**src/rtl/ta_ldd_wdis_gen.sv**
```systemverilog
// ta_ldd_wdis_gen -- burst generator for per-channel laser-driver write-disable (1 = disabled).
// Rev 1.0
`default_nettype none

module ta_ldd_wdis_gen #(
  parameter int CH_NUM = 3,
  parameter int CNT_W  = 16
) (
  input  logic              clk200,
  input  logic              rst,
  input  logic              cmd_valid,
  output logic              cmd_ready,
  input  logic [CH_NUM-1:0] cmd_mask,
  input  logic [CNT_W-1:0]  cmd_on_len,
  input  logic [CNT_W-1:0]  cmd_off_len,
  input  logic [7:0]        cmd_repeat,
  input  logic              abort,
  output logic [CH_NUM-1:0] com_wdis,
  output logic              busy,
  output logic              done,
  output logic              aborted
);

  typedef enum logic [1:0] {
    S_IDLE = 2'd0,
    S_ON   = 2'd1,
    S_OFF  = 2'd2,
    S_DONE = 2'd3
  } state_t;

  state_t              state_q;
  logic [CH_NUM-1:0]   mask_q;
  logic [CNT_W-1:0]    on_len_q;
  logic [CNT_W-1:0]    off_len_q;
  logic [CNT_W-1:0]    phase_cnt_q;
  logic [7:0]          pulse_cnt_q;
  logic [CH_NUM-1:0]   com_wdis_q;
  logic                done_q;
  logic                aborted_q;

  logic [CNT_W-1:0]    on_len_d;
  logic                accept_d;
  logic                phase_end_d;
  logic                last_pulse_d;

  // A zero enable length still produces a single ON cycle.
  assign on_len_d     = (cmd_on_len == '0) ? CNT_W'(1) : cmd_on_len;
  assign accept_d     = cmd_valid && !abort && (state_q == S_IDLE);
  assign phase_end_d  = (phase_cnt_q <= CNT_W'(1));
  assign last_pulse_d = (pulse_cnt_q <= 8'd1);

  always_ff @(posedge clk200) begin
    if (rst) begin
      state_q     <= S_IDLE;
      mask_q      <= '0;
      on_len_q    <= '0;
      off_len_q   <= '0;
      phase_cnt_q <= '0;
      pulse_cnt_q <= '0;
      com_wdis_q  <= '1;
      done_q      <= 1'b0;
      aborted_q   <= 1'b0;
    end else begin
      done_q    <= 1'b0;
      aborted_q <= 1'b0;
      if (abort && (state_q != S_IDLE)) begin
        state_q    <= S_IDLE;
        com_wdis_q <= '1;
        aborted_q  <= 1'b1;
      end else begin
        case (state_q)
          S_IDLE: begin
            com_wdis_q <= '1;
            if (accept_d) begin
              mask_q      <= cmd_mask;
              on_len_q    <= on_len_d;
              off_len_q   <= cmd_off_len;
              pulse_cnt_q <= cmd_repeat;
              if (cmd_repeat == 8'd0) begin
                state_q <= S_DONE;
                done_q  <= 1'b1;
              end else begin
                state_q     <= S_ON;
                phase_cnt_q <= on_len_d;
                com_wdis_q  <= ~cmd_mask;
              end
            end
          end
          S_ON: begin
            if (phase_end_d) begin
              if (!last_pulse_d) begin
                pulse_cnt_q <= pulse_cnt_q - 8'd1;
              end
              if (last_pulse_d) begin
                state_q    <= S_DONE;
                com_wdis_q <= '1;
                done_q     <= 1'b1;
              end else if (off_len_q != '0) begin
                state_q     <= S_OFF;
                phase_cnt_q <= off_len_q;
                com_wdis_q  <= '1;
              end else begin
                // Zero gap: restart ON directly so the output stays low.
                phase_cnt_q <= on_len_q;
                com_wdis_q  <= ~mask_q;
              end
            end else begin
              phase_cnt_q <= phase_cnt_q - CNT_W'(1);
            end
          end
          S_OFF: begin
            if (phase_end_d) begin
              state_q     <= S_ON;
              phase_cnt_q <= on_len_q;
              com_wdis_q  <= ~mask_q;
            end else begin
              phase_cnt_q <= phase_cnt_q - CNT_W'(1);
            end
          end
          default: begin
            state_q    <= S_IDLE;
            com_wdis_q <= '1;
          end
        endcase
      end
    end
  end

  assign cmd_ready = (state_q == S_IDLE);
  assign busy      = (state_q != S_IDLE);
  assign com_wdis  = com_wdis_q;
  assign done      = done_q;
  assign aborted   = aborted_q;

endmodule

`default_nettype wire

```
**config.mk**
```make
export PLATFORM = sky130hd
export DESIGN_NAME = ta_ldd_wdis_gen
export DESIGN_NICKNAME = d
export VERILOG_FILES = /design/src/rtl/ta_ldd_wdis_gen.sv
export SDC_FILE = /design/constraint.sdc
export NUM_CORES = 1
export LEC_CHECK = 0
export BUFFER_PORTS_ARGS = -buffer_cell sky130_fd_sc_hd__buf_2
export CAP_MARGIN = 10
export CORE_MARGIN = 2
export CORE_UTILIZATION = 40
export CTS_CLUSTER_DIAMETER = 50
export DETAILED_ROUTE_END_ITERATION = 10
export PLACE_DENSITY = 0.62
export SLEW_MARGIN = 5
export SYNTH_ARGS = -nofsm -noshare
export SYNTH_HDL_FRONTEND = slang
export SYNTH_SLANG_ARGS = --single-unit
```
**constraint.sdc**
```tcl
create_clock -name clk200 -period 2.8 [get_ports clk200]
set_clock_uncertainty 0.15 [all_clocks]
set_input_delay 0.56 -clock clk200 [delete_from_list [all_inputs] [get_ports clk200]]
set_output_delay 0.56 -clock clk200 [all_outputs]
set_load 0.05 [all_outputs]
```
=== Word level (Yosys, flattened, before mapping) ===
Index checks and enable logic that the tools add are counted.
Widths: inputs -> output; s select.

* Add/subtract/negate cells: 2
* Magnitude comparators: 2
* Equal/unequal tests: 9
* Mux-type cells: 32
* Bitwise logic cells: 3
* Reduce and logical (&&, ||, !) cells: 17

{| class="wikitable"
|+ Operator list
! cell !! count
|-
| $mux 16 || 7
|-
| $pmux 16 s3 || 1
|-
| $mux 8 || 3
|-
| $mux 3 || 6
|-
| $le 16x1->1 const B || 1
|-
| $logic_not 16->1 || 1
|-
| $pmux 8 s2 || 1
|-
| $reduce_bool 16->1 || 1
|-
| $sub 16x1->16 const B || 1
|-
| $mux 2 || 6
|-
| $reduce_and 5->1 || 2
|-
| $pmux 3 s3 || 1
|-
| $le 8x1->1 const B || 1
|-
| $logic_not 8->1 || 1
|-
| $ne 2x2->1 const B || 4
|-
| $sub 8x1->8 const B || 1
|-
| $ne 3x3->1 const B || 2
|-
| $not 3->3 || 2
|-
| $pmux 2 s3 || 1
|-
| $mux 1 || 5
|-
| $reduce_and 4->1 || 1
|-
| $reduce_bool 2->1 || 2
|-
| $logic_and 1x1->1 || 3
|-
| $reduce_and 3->1 || 1
|-
| 10 further kinds || 10
|}

* Register bits after elaboration: 66
* Input bits: 47
* Output and inout port bits: 7
* Logic and storage cells: 74

=== Depth between registers and ports, before layout ===
* Depth after elaboration: 5
* Depth in mapped cells: 10
* Mapped depth without buffers: 8

=== Least setup slack after synthesis ===
Ideal clock, no wire load.

* Path kind: register to register
* Start: register state_q[0]
* End: register phase_cnt_q[13]
* Arrival: 2404 ps
* Path slack: 166 ps
* Stages on the path, launching flop included: 9
* Buffers on the path: 2
* Period minus slack after synthesis: 2634 ps
* Path through: dfxtp_1 inv_1 ha_1 clkbuf_1 nor2b_1 a311oi_2 clkbuf_1 nor2_1 a211oi_2

* Longest elaborated chain between the ends: 4
* Elaborated cells on any way between the ends: 13

{| class="wikitable"
|+ RTL lines
! what !! line !! RTL
|-
| start, declared || 31 || <nowiki>state_t state_q;</nowiki>
|-
| start signal, assigned || 54 || <nowiki>state_q <= S_IDLE;</nowiki>
|-
| start signal, assigned || 67 || <nowiki>state_q <= S_IDLE;</nowiki>
|-
| start signal, assigned || 80 || <nowiki>state_q <= S_DONE;</nowiki>
|-
| $logic_not 2->1 * || - ||
|-
| named net cmd_ready || 12 || <nowiki>output logic cmd_ready,</nowiki>
|-
| $logic_and 1x1->1 || 48 || <nowiki>assign accept_d = cmd_valid && !abort && (state_q == S_IDLE);</nowiki>
|-
| $ne 2x1->1 (no source line) || - ||
|-
| $reduce_and 5->1 (no source line) || - ||
|-
| end signal, assigned || 84 || <nowiki>phase_cnt_q <= on_len_d;</nowiki>
|-
| end signal, assigned || 100 || <nowiki>phase_cnt_q <= off_len_q;</nowiki>
|-
| end signal, assigned || 104 || <nowiki>phase_cnt_q <= on_len_q;</nowiki>
|-
| end, declared || 35 || <nowiki>logic [CNT_W-1:0] phase_cnt_q;</nowiki>
|}

The timed path passes the listed nets; every way through them passes the cells marked *.
A chain may end at the register's enable or synchronous reset.

=== Worst setup path in the final report ===
* Start: register phase_cnt_q[7]
* End: register phase_cnt_q[6]

* Longest elaborated chain between the ends: 3
* Elaborated cells on any way between the ends: 6

{| class="wikitable"
|+ RTL lines
! what !! line !! RTL
|-
| $le 16x1->1 * || 49 || <nowiki>assign phase_end_d = (phase_cnt_q <= CNT_W'(1));</nowiki>
|-
| $ne 3x3->1 (no source line) (tied with other cells) || - ||
|-
| $reduce_and 5->1 (no source line) or $pmux 16 s3 (tied branches) || - ||
|}

Mark *: on every way between the ends. The rest lies on a longest branch, timed or not.

==> out/qor.yml <==
outcome: "completed"
gp_congestion: 0.942
synth_fp_nets: 552
maxSlewViolCount: 0
ant_nets: 0
period_share_pct: 96.7
ys.flop_type: "dfxtp_1"
via_per_inst: 5.96
r2r-start: "phase_cnt_q[7]"
wl_met2_um: 5580
crit_fanout: 20
hold_ws_ns: 0.277
drt_iter0_markers: 334
arrival_ns: 2.82
die_x_um: 101
yosysMostFrequentCell: "nand2_1"
synth_seq_cells: 66
p_per_area_nw_per_um2: 1290
rsz0062_at_grt: "no"
fmax_mhz: 369
cts.clk_slew.worst_paths_ns: 0.08
worst_slack_ns: 0.0926
htreeDepth: 3
grt_usage_pct: 23.1
ir_drop_mv: 0.445
dp_hpwl_um: 8230
postSynthAreaPerCell_um2: 7.61
wl_per_cell_um: 17.5
tns_ns: 0
maxCapViolCount: 0
hold_buffers: 0
n_antenna_cell: 0
top_layer: "met4"
synth_sequential_area_ratio_pct: 35.0
initial_utilization_pct: 41.0
setup.worst_path.class: "register to register"
p_leak_nw: 1.67
multiInputGateArea_um2: 2270
synth_top_cell_by_area: "dfxtp_1"
clock_latency_ns: 0.36
hp-class: "primary input to register"
cts_tree: "yes"
die-area_um2: 10200
io_buffers: 53
rows: 35
max_stage_delay_ns: 0.66
io_pins: 54
crit_chain: "or4_1 > or2_2 > nor2_4 > buf_4 > a311o_2 > a21oi_1 > a211oi_1"
coreArea_um2: 9200
ys_types: 67
cp_data_required_time_ns: 2.91
startpoint_type: "register"
fillers: 910
drt-total-wl_um: 11700
setup_viol: 0
drt_drc_violations_left: 0
cp-startpoint: "phase_cnt_q[7]"
yosys-top-cells-area: "dfxtp_1 35%, nand2_1 8.8%, a21oi_1 7.6%, o21ai_0 3.7%, nor2_1 3.4%"
ff_latch_area_um2: 1320
wl_met1_um: 5170
period_needed_ns: 2.71
clk_path_buf_depth: 2
die_h_um: 101
grt_pass1_wl_um: 18500
vias: 3985
cts_root_buf: "clkbuf_8"
synth_edf_count: 0
slew-limit-headroom_pct: 34.4
layout-drive-gt1-share_pct: 20.3
postSynthCellCount: 496
power_mw: 5.75
overflow: 0
pre_cts_ws_ns: 0.118
grt_pass1_vias: 3727
min_from: "cmd_off_len[5]"
yosysWarnings: 0
antenna_found_initial: 0
cts.sinks: 66
endpoint_kind: "register"
synth-async-reset-ratio_pct: 0
cts_made_buffers: 9
max_slew.worst_pin.slew_ns: 0.974
yosysTopAreaCellShare_pct: 35.0
area_growth_pct: 18.1
hold_viol: 0
wl_met3_um: 574
crit_slowest_cell: "or4_1"
synthesis.area_um2: 3770
synth_common_cells: "88 x nand2_1, 66 x dfxtp_1, 57 x a21oi_1, 34 x nor2_1"
fin_nets: 609
dr.pass1.iters: 6
grt_max_degree: 66
[final cells by class]
type	instances	area share, %
Inverter	17	1.43
Clock inverter	5	1.40
Clock buffer	11	3.40
Timing Repair Buffer	78	10.2
Tap cell	111	3.11
Sequential cell	66	29.6
Multi-Input combinational cell	381	50.9
[timing repair]
action	4_1_cts	5_1_grt
endpoints found under the hold margin	0	0
buffers inserted	0	1
gates resized for setup	0	3
endpoints found under the setup margin	0	10
[stage by stage]
stage	utilization, %	cells	instance area [µm²]
after detailed placement	45.8	651	4210
after CTS	48.1	667	4430
after global placement	45.8	651	4210
after global routing	48.5	669	4460
final	48.5	669	4460
after floorplan	-	496	3770
[routing by layer]
metal / vias to the layer above / GRT usage (%)
met1: 1896 / 29.7
li1: 1925 / -
met2: 130 / 38.0
met4: 0 / 10.9
met5: - / 0
met3: 34 / 3.73
[critical path: cells and delay by family (launching register included)]
kind / cells / cell delay [ns]
AND/OR/NAND/NOR: 3 / 1.19
AO/OA/AOI/OAI: 3 / 0.65
flip-flops: 1 / 0.37
buffers and inverters: 1 / 0.25
[flip-flops by register name, indices dropped and copies added, names as in the netlist]
| name | cells |
|---|---|
| off_len_q | 16 |
| on_len_q | 16 |
| phase_cnt_q | 16 |
| pulse_cnt_q | 8 |
| com_wdis | 3 |
| mask_q | 3 |
| state_q | 2 |
| aborted | 1 |
| done | 1 |
[worst paths after layout]
check                    to  slack [ns]  depth (start not counted)
max          phase_cnt_q[6]        0.09                          7
min            off_len_q[5]        0.28                          3
max reg2reg  phase_cnt_q[6]        0.09                          7
min reg2reg     on_len_q[5]        0.31                          2
[cell families after synthesis]
family | synth area share, %
AO/OA/AOI/OAI | 28.0
XOR/XNOR | 1.86
adder cells (fa/ha/maj) | 2.98
buffers and inverters | 5.54
flip-flops | 35.0
multiplexers | 1.62
AND/OR/NAND/NOR | 25.0
[where the power goes]
part,internal [mW],switching [mW],leakage [nW],total (mW)
Sequential,1.16,0.226,0.539,1.39
Clock,0.463,0.411,0.102,0.873
Combinational,1.30,2.19,1.03,3.49
[placed cells by master (no fill, tap or decap), types with 6 or more instances in the layout]
cell type	n
a21oi_1	57
inv_1	16
nand2_1	88
nor3_1	10
buf_4	25
buf_2	53
clkbuf_8	11
dfxtp_1	66
nor2b_1	10
nand3_1	9
ha_1	9
nor2_1	34
nor4_1	15
o22ai_1	6
xnor2_1	7
o21ai_0	28
Power figures use the tool's default switching activity.
